**src/rtl/defs_pkg.sv**
```systemverilog
// Shared types for the cpu_ctrl slice: ALU interface, controller states, opcodes.
// No logic, so no latency; no flow control.
// Backpressure: not applicable.
package defs_pkg;

    localparam int INSTR_WIDTH = 16;
    localparam int NUM_REGS    = 8;
    localparam int REG_AW      = 3;

    typedef enum logic [2:0] {
        ALU_ADD = 3'd0,
        ALU_SUB = 3'd1,
        ALU_AND = 3'd2,
        ALU_OR  = 3'd3,
        ALU_XOR = 3'd4,
        ALU_SLL = 3'd5,
        ALU_SRL = 3'd6,
        ALU_SRA = 3'd7
    } alu_opcode_t;

    typedef struct packed {
        logic z;
        logic c;
        logic n;
        logic v;
    } alu_flags_t;

    typedef enum logic [2:0] {
        IDLE    = 3'd0,
        FETCH   = 3'd1,
        DECODE  = 3'd2,
        EXECUTE = 3'd3,
        HALT    = 3'd4
    } ctrl_state_t;

    typedef enum logic [3:0] {
        OP_ADD  = 4'h0,
        OP_SUB  = 4'h1,
        OP_AND  = 4'h2,
        OP_OR   = 4'h3,
        OP_XOR  = 4'h4,
        OP_SLL  = 4'h5,
        OP_SRL  = 4'h6,
        OP_SRA  = 4'h7,
        OP_LDI  = 4'h8,
        OP_BZ   = 4'h9,
        OP_JMP  = 4'hA,
        OP_HALT = 4'hF
    } ctrl_opcode_t;

    // Opcodes 0x0-0x7 map one-to-one onto the ALU encoding; anything else idles the ALU on ADD.
    function automatic alu_opcode_t map_alu_op(input logic [3:0] opc);
        if (opc[3] == 1'b0) begin
            return alu_opcode_t'(opc[2:0]);
        end
        return ALU_ADD;
    endfunction

endpackage

```
**src/rtl/regfile.sv**
```systemverilog
// 8 x WIDTH register file, two combinational read ports, one synchronous write port.
// Latency: reads 0 cycles, write visible the cycle after we.
// Backpressure: none, always accepts a write.
module regfile
    import defs_pkg::*;
#(
    parameter int WIDTH = 8
) (
    input  logic              clk,
    input  logic              rst_n,
    input  logic [REG_AW-1:0] raddr1,
    input  logic [REG_AW-1:0] raddr2,
    output logic [WIDTH-1:0]  rdata1,
    output logic [WIDTH-1:0]  rdata2,
    input  logic              we,
    input  logic [REG_AW-1:0] waddr,
    input  logic [WIDTH-1:0]  wdata
);

    logic [WIDTH-1:0] regs [NUM_REGS];

    assign rdata1 = regs[raddr1];
    assign rdata2 = regs[raddr2];

    always_ff @(posedge clk or negedge rst_n) begin
        if (!rst_n) begin
            for (int i = 0; i < NUM_REGS; i++) begin
                regs[i] <= '0;
            end
        end else if (we) begin
            regs[waddr] <= wdata;
        end
    end

endmodule

```
**src/rtl/cpu_ctrl.sv**
```systemverilog
// Multi-cycle fetch/decode/execute controller driving an external ALU and instruction memory.
// Latency: ALU/LDI instruction completes fetch cycles + 2 after its fetch request.
// Backpressure: fetch holds imem_req/imem_addr until imem_ack; HALT stops fetching until reset.
module cpu_ctrl
    import defs_pkg::*;
#(
    parameter int WIDTH    = 8,
    parameter int PC_WIDTH = 8
) (
    input  logic                   clk,
    input  logic                   rst_n,
    output logic                   imem_req,
    output logic [PC_WIDTH-1:0]    imem_addr,
    input  logic                   imem_ack,
    input  logic [INSTR_WIDTH-1:0] imem_rdata,
    output logic [WIDTH-1:0]       alu_in1,
    output logic [WIDTH-1:0]       alu_in2,
    output alu_opcode_t            alu_op,
    input  logic [WIDTH-1:0]       alu_out,
    input  alu_flags_t             alu_flags,
    output logic                   halted,
    output logic [PC_WIDTH-1:0]    dbg_pc
);

    ctrl_state_t            state;
    logic [PC_WIDTH-1:0]    pc;
    logic [INSTR_WIDTH-1:0] ir;
    logic [WIDTH-1:0]       op1;
    logic [WIDTH-1:0]       op2;
    alu_flags_t             flags_q;
    logic                   req_q;
    logic                   halted_q;

    logic [3:0]          opcode;
    logic [REG_AW-1:0]   rd;
    logic [REG_AW-1:0]   rs1;
    logic [REG_AW-1:0]   rs2;
    logic [7:0]          imm8;
    logic                is_alu;
    logic                is_ldi;
    logic                rf_we;
    logic [WIDTH-1:0]    rf_wdata;
    logic [WIDTH-1:0]    rf_rdata1;
    logic [WIDTH-1:0]    rf_rdata2;
    logic [PC_WIDTH-1:0] bz_target;

    assign opcode = ir[15:12];
    assign rd     = ir[11:9];
    assign rs1    = ir[8:6];
    assign rs2    = ir[5:3];
    assign imm8   = ir[7:0];

    assign is_alu    = (opcode[3] == 1'b0);
    assign is_ldi    = (opcode == OP_LDI);
    assign rf_we     = (state == EXECUTE) && (is_alu || is_ldi);
    assign rf_wdata  = is_ldi ? WIDTH'(imm8) : alu_out;
    // pc already points past the BZ, so the offset is relative to the next instruction.
    assign bz_target = pc + PC_WIDTH'($signed(imm8));

    assign imem_req  = req_q;
    assign imem_addr = pc;
    assign alu_in1   = op1;
    assign alu_in2   = op2;
    assign alu_op    = map_alu_op(opcode);
    assign halted    = halted_q;
    assign dbg_pc    = pc;

    regfile #(
        .WIDTH (WIDTH)
    ) u_rf (
        .clk    (clk),
        .rst_n  (rst_n),
        .raddr1 (rs1),
        .raddr2 (rs2),
        .rdata1 (rf_rdata1),
        .rdata2 (rf_rdata2),
        .we     (rf_we),
        .waddr  (rd),
        .wdata  (rf_wdata)
    );

    // req_q/halted_q are set on the transition into FETCH/HALT so they track state exactly.
    always_ff @(posedge clk or negedge rst_n) begin
        if (!rst_n) begin
            state    <= IDLE;
            pc       <= '0;
            ir       <= '0;
            op1      <= '0;
            op2      <= '0;
            flags_q  <= '0;
            req_q    <= 1'b0;
            halted_q <= 1'b0;
        end else begin
            case (state)
                IDLE: begin
                    state <= FETCH;
                    req_q <= 1'b1;
                end
                FETCH: begin
                    if (imem_ack) begin
                        ir    <= imem_rdata;
                        pc    <= pc + PC_WIDTH'(1);
                        state <= DECODE;
                        req_q <= 1'b0;
                    end
                end
                DECODE: begin
                    op1   <= rf_rdata1;
                    op2   <= rf_rdata2;
                    state <= EXECUTE;
                end
                EXECUTE: begin
                    state <= FETCH;
                    req_q <= 1'b1;
                    if (is_alu) begin
                        flags_q <= alu_flags;
                    end
                    case (opcode)
                        OP_BZ: begin
                            if (flags_q.z) begin
                                pc <= bz_target;
                            end
                        end
                        OP_JMP: begin
                            pc <= PC_WIDTH'(imm8);
                        end
                        OP_HALT: begin
                            state    <= HALT;
                            req_q    <= 1'b0;
                            halted_q <= 1'b1;
                        end
                        default: begin
                        end
                    endcase
                end
                HALT: begin
                    state <= HALT;
                end
                default: begin
                    state    <= IDLE;
                    req_q    <= 1'b0;
                    halted_q <= 1'b0;
                end
            endcase
        end
    end

endmodule

```
**config.mk**
```make
export PLATFORM = sky130hd
export DESIGN_NAME = cpu_ctrl
export DESIGN_NICKNAME = d
export VERILOG_FILES = /design/src/rtl/defs_pkg.sv /design/src/rtl/regfile.sv /design/src/rtl/cpu_ctrl.sv
export SDC_FILE = /design/constraint.sdc
export NUM_CORES = 1
export LEC_CHECK = 0
export BUFFER_PORTS_ARGS = -buffer_cell sky130_fd_sc_hd__buf_2
export CORE_ASPECT_RATIO = 1.75
export CORE_MARGIN = 3
export CORE_UTILIZATION = 60
export DETAILED_ROUTE_END_ITERATION = 12
export GPL_ROUTABILITY_DRIVEN = 0
export HOLD_SLACK_MARGIN = 0.05
export PLACE_DENSITY = 0.9
export SLEW_MARGIN = 20
export SYNTH_ARGS = -nofsm -noshare
export SYNTH_HDL_FRONTEND = slang
export SYNTH_HIERARCHICAL = 1
export SYNTH_SLANG_ARGS = --single-unit
```
**constraint.sdc**
```tcl
create_clock -name clk -period 4.2 [get_ports clk]
set_input_delay 0 -clock clk [delete_from_list [all_inputs] [get_ports clk]]
set_output_delay 0 -clock clk [all_outputs]
set_load 0.01 [all_outputs]
```
* After elaboration in Yosys (flattened, before gate mapping)
Cells that the tools add are included.
** Storage, ports and cells
- Flip-flop bits (word level) :: 110
- Output and inout bits :: 37
- Logic and storage cells :: 75
** Cells by class
- Add/sub/neg operators :: 2
- Order comparisons :: 4
- Equal/unequal tests :: 12
- Mux-type cells :: 23
- Bitwise gates (word level) :: 6
- Reduce and logical (&&, ||, !) cells :: 12
** Operator list (count)
- 64-bit bitwise mux :: 1
- 8-bit two-way mux :: 8
- 8-bit binary-select mux with 3-bit select :: 2
- 8-bit case mux with 2 select lines :: 2
- 8-bit demux with 3-bit select :: 1
- 4-bit equality test (second input constant) :: 4
- 3-bit case mux with 5 select lines :: 1
- 4-bit greater-or-equal comparator (second input constant) :: 3
- 3-bit inverter with 4-bit output :: 3
- 3-bit two-way mux :: 3
- 8-bit by 1-bit adder with 8-bit output (second input constant) :: 1
- 8-bit adder :: 1
- 2-bit AND reduction :: 4
- 3-bit by 2-bit equality test with 1-bit output (second input constant) :: 2
- 4-bit by 1-bit less-than comparator with 1-bit output (second input constant) :: 1
- 1-bit case mux with 4 select lines :: 1
- 4-bit AND reduction :: 1
- 4-bit OR reduction :: 1
- 3-bit by 1-bit equality test with 1-bit output (second input constant) :: 1
- 3-bit equality test (second input constant) :: 1
- 3-bit zero test :: 1
- 1-bit two-way mux :: 3
- 3-bit by 1-bit inequality test with 1-bit output (second input constant) :: 1
- 3-bit inequality test (second input constant) :: 1
- other kinds (8) :: 11

* Logic depth before layout (Yosys ltp)
- Word-level depth :: 6
- Gate-level depth with buffers :: 8
- Depth with buffers taken out :: 8

* Hierarchy
The synthesis kept the hierarchy.
** By module, submodules not included
- regfile :: instances 1, cells an instance 201, area each 3539.6 um2, seq. area each 1601.5 um2
- cpu_ctrl :: instances 1, cells an instance 244, area each 2657.5 um2, seq. area each 1151.1 um2

* Least setup slack after synthesis
No wires, ideal clock.
- Path kind :: register -> register
- Start point :: register ir[14]
- End point :: register u_rf/regs[24] (netlist bit)
- Library setup time :: 125 ps
- Arrival time :: 2217 ps
- Setup slack :: 1859 ps
- Stages on the path, launching flop included :: 9
- Buffers on the path :: 2
- Clock period less this slack :: 2341 ps
- Path through :: dfrtp_1 nand2b_2 nor3_2 inv_1 a21oi_1 clkbuf_1 nor4bb_1 buf_2 mux2_2
** Between the ends
- Longest elaborated chain between the ends :: 3
** Ends and longest elaborated chain
- from (decl) :: RTL line cpu_ctrl.sv:27 : logic [INSTR_WIDTH-1:0] ir;
- from (signal assigned) :: RTL line cpu_ctrl.sv:101 : ir <= imem_rdata;
- 4-bit equality test :: RTL line cpu_ctrl.sv:54 : assign is_ldi = (opcode == OP_LDI);
- 1-bit logical OR :: RTL line cpu_ctrl.sv:55 : assign rf_we = (state == EXECUTE) && (is_alu || is_ldi);
- 1-bit logical AND :: RTL line cpu_ctrl.sv:55
- named net rf_we :: RTL line cpu_ctrl.sv:41 : logic rf_we;
- to (signal, indexed assignment) :: RTL line regfile.sv:31 : regs[waddr] <= wdata;
- to (decl) :: RTL line regfile.sv:20 : logic [WIDTH-1:0] regs [NUM_REGS];
The timed path passes the listed nets, and every way through them passes these cells.
A chain may end at the register's enable or synchronous reset.

* Worst setup path in the final report
- Start point :: register ir[14]
- End point :: register u_rf/regs[4] (netlist bit)
Same word-level chain as after synthesis.

==> out/qor.yml <==
outcome:
  status: "completed"
timing:
  setup_tns_ns: 0
  whs_ns: 0.136
  max_freq_mhz: 355
  report.final.slew_viol_count: 0
  slew_headroom: 0.259
  fin_crit_ns: 2.82
  fin_crit_sh: 0.671
  final.setup_skew_ns: 0.0139
  fin_ws_ns: 1.38
  max_slew.worst_pin.slew_ns: 1.11
  setup_viol: 0
  rsz0062_at_grt: "no"
  hold_viol_final: 0
pwr:
  peakVddDrop_mv: 0.481
  power.total_w: 0.00592
  p_leak_nw: 3.07
  pwr_density_cell_mw_per_mm2: 844
global_routing:
  grt_usage: 0.273
  grt-ovfl-total: 0
  grt_max_degree: 62
  grt_first_pass_wirelength_um: 24700
  antenna_found_initial: 0
  grt_pass1_vias: 4673
cells_and_area:
  finalNetCount: 553
  drive_above_1_share: 0.438
  fin_util: 0.703
  area_growth_pct: 13.1
  diodes: 0
synth:
  synth-seq-area-share: 0.444
  synth_top_area_share: 0.444
  synthCells: 445
  synthFlopType: "dfrtp_1"
  syn-num-nets: 485
  synth_area_per_cell_um2: 13.9
  ys_types: 62
  ys_seq_elements: 110
  synth_edf_count: 0
  synth_area_leaders: "dfrtp_1, mux2_2, mux4_1"
  syn_area_mm2: 0.00620
  async_flop_share: 1.00
  synth_top_area_cell: "dfrtp_1"
  yosysWarnings: 6
  synth.most_common_cell: "mux2_2"
  synth_common_cells: "mux2_2, dfrtp_1, mux4_1"
route:
  drt_wl_total_um: 15600
  first_iter_violations: 443
  ant_nets: 0
  viasPerCell: 6.90
  routedWlPerCell_um: 24.2
  dr_total_vias: 4434
  drc: 0
  drt_pass1_iterations: 5
die:
  fp-row-count: 48
  core_mm2: 0.00997
  dieWidth_um: 82.8
  fp.dieArea_mm2: 0.0116
  initial_core_util: 0.622
  die_h_um: 140
  io_pins: 68
clocking:
  clkLatencyLatePin_ns: 0.36
  cts_buffer_depth: 2
  cts_tree: "built"
  cts_buffers: 9
  cts.sinks: 110
  h-tree-depth: 3
  cts-root-buf: "clkbuf_16"
  clk_pin_slew_ns: 0.08
critical_path:
  arrival_ns: 3.06
  worstPathMaxFanout: 8
  cp_data_required_time_ns: 4.44
  startpoint: "ir[14]"
  crit_path_end_kind: "flop"
  critPathKind: "flop to flop"
  critPathLaunchType: "flop"
  r2r_start: "ir[14]"
place:
  pre_cts_ws_ns: 1.51
  post-dp-hpwl_um: 9950
  io_buffers: 64
flow_run:
  drv_cap: 0
min_path:
  worstHoldStart: "alu_out[5]"
  hold_class: "input pin to flop"
power by group:
group,switching [W],total (W),leakage (nW),internal [W]
Sequential,0.000674,0.00226,1.32,0.00158
Clock,0.000408,0.000892,0.153,0.000484
Combinational,0.00119,0.00277,1.60,0.00157
Total,0.00228,0.00592,3.07,0.00364
layout by cell type, fill, tap and decap left out, types with 7 or more instances in the layout:
cell type and count:
mux2_2 121, dfrtp_1 110, buf_2 63, mux4_1 29
nand2_1 19, dlygate4sd3_1 19, a21oi_1 12, o21ai_0 12
clkbuf_16 9, nand2b_1 8, nand3_1 8, ha_1 8
buf_4 8, inv_1 7
metrics by stage:
stage / cell area, µm² / cells
2_1_floorplan: 6200 / 445
3_3_place_gp: 6500 / 608
3_5_place_dp: 6500 / 608
4_1_cts: 7000 / 643
5_1_grt: 7010 / 643
6_report: 7010 / 643
what timing repair did:
item / CTS / global route
endpoints found under the hold margin: 67 / 0
resized for setup: 0 / 0
hold buffers: 19 / 0
buffers inserted: 0 / 0
layout make-up:
cell class	count	area, µm²
Multi-Input combinational cell	295	3200
Fill cell	629	2960
Sequential cell	110	2750
Timing Repair Buffer	90	566
Clock buffer	10	239
Tap cell	125	156
Clock inverter	6	70.1
Inverter	7	26.3
metal layers:
layer | track usage | share of wire | vias up
met5 | 0 | 0 | -
met4 | 0.158 | 0.056 | 0
met3 | 0.0489 | 0.056 | 74
met2 | 0.484 | 0.53 | 251
met1 | 0.304 | 0.36 | 2259
li1 | - | - | 1850
critical path, stage by stage, from the launching register on:
cell,delay (ns)
dfrtp_1,0.42
nand2b_2,0.23
nor3_2,0.21
inv_1,0.07
a21oi_1,0.49
nand4_1,0.74
mux2_2,0.54
cells by family (layout without fill, tap and decap cells):
| logic type | count (synthesis) | count (layout) | synth area share |
|---|---|---|---|
| multiplexers | 155 | 155 | 0.357 |
| flip-flops | 110 | 110 | 0.444 |
| AND/OR/NAND/NOR | 82 | 82 | 0.0844 |
| AO/OA/AOI/OAI | 48 | 48 | 0.0529 |
| buffers and inverters | 40 | 113 | 0.0408 |
| adder cells (fa/ha/maj) | 9 | 9 | 0.0194 |
| XOR/XNOR | 1 | 1 | 0.00141 |
sequential cells by signal, indices dropped and copies added (netlist names):
| register | count |
|---|---|
| alu_in1 | 8 |
| dbg_pc | 8 |
| halted | 1 |
| u_rf/regs | 64 |
| ir | 16 |
| state | 3 |
| alu_in2 | 8 |
| flags_q | 1 |
| imem_req | 1 |
worst paths after layout:
path	end	slack, ns	cells past startpoint
worst max register to register	u_rf/regs[4]	1.38	6
max in group asynchronous	u_rf/regs[16]	2.78	3
min in group asynchronous	ir[15]	0.22	2
worst min-delay path	u_rf/regs[37]	0.14	3
worst min register to register	alu_in1[5]	0.50	1
worst max-delay path	u_rf/regs[4]	1.38	6
Note: power is estimated with default switching activity, not from simulation.
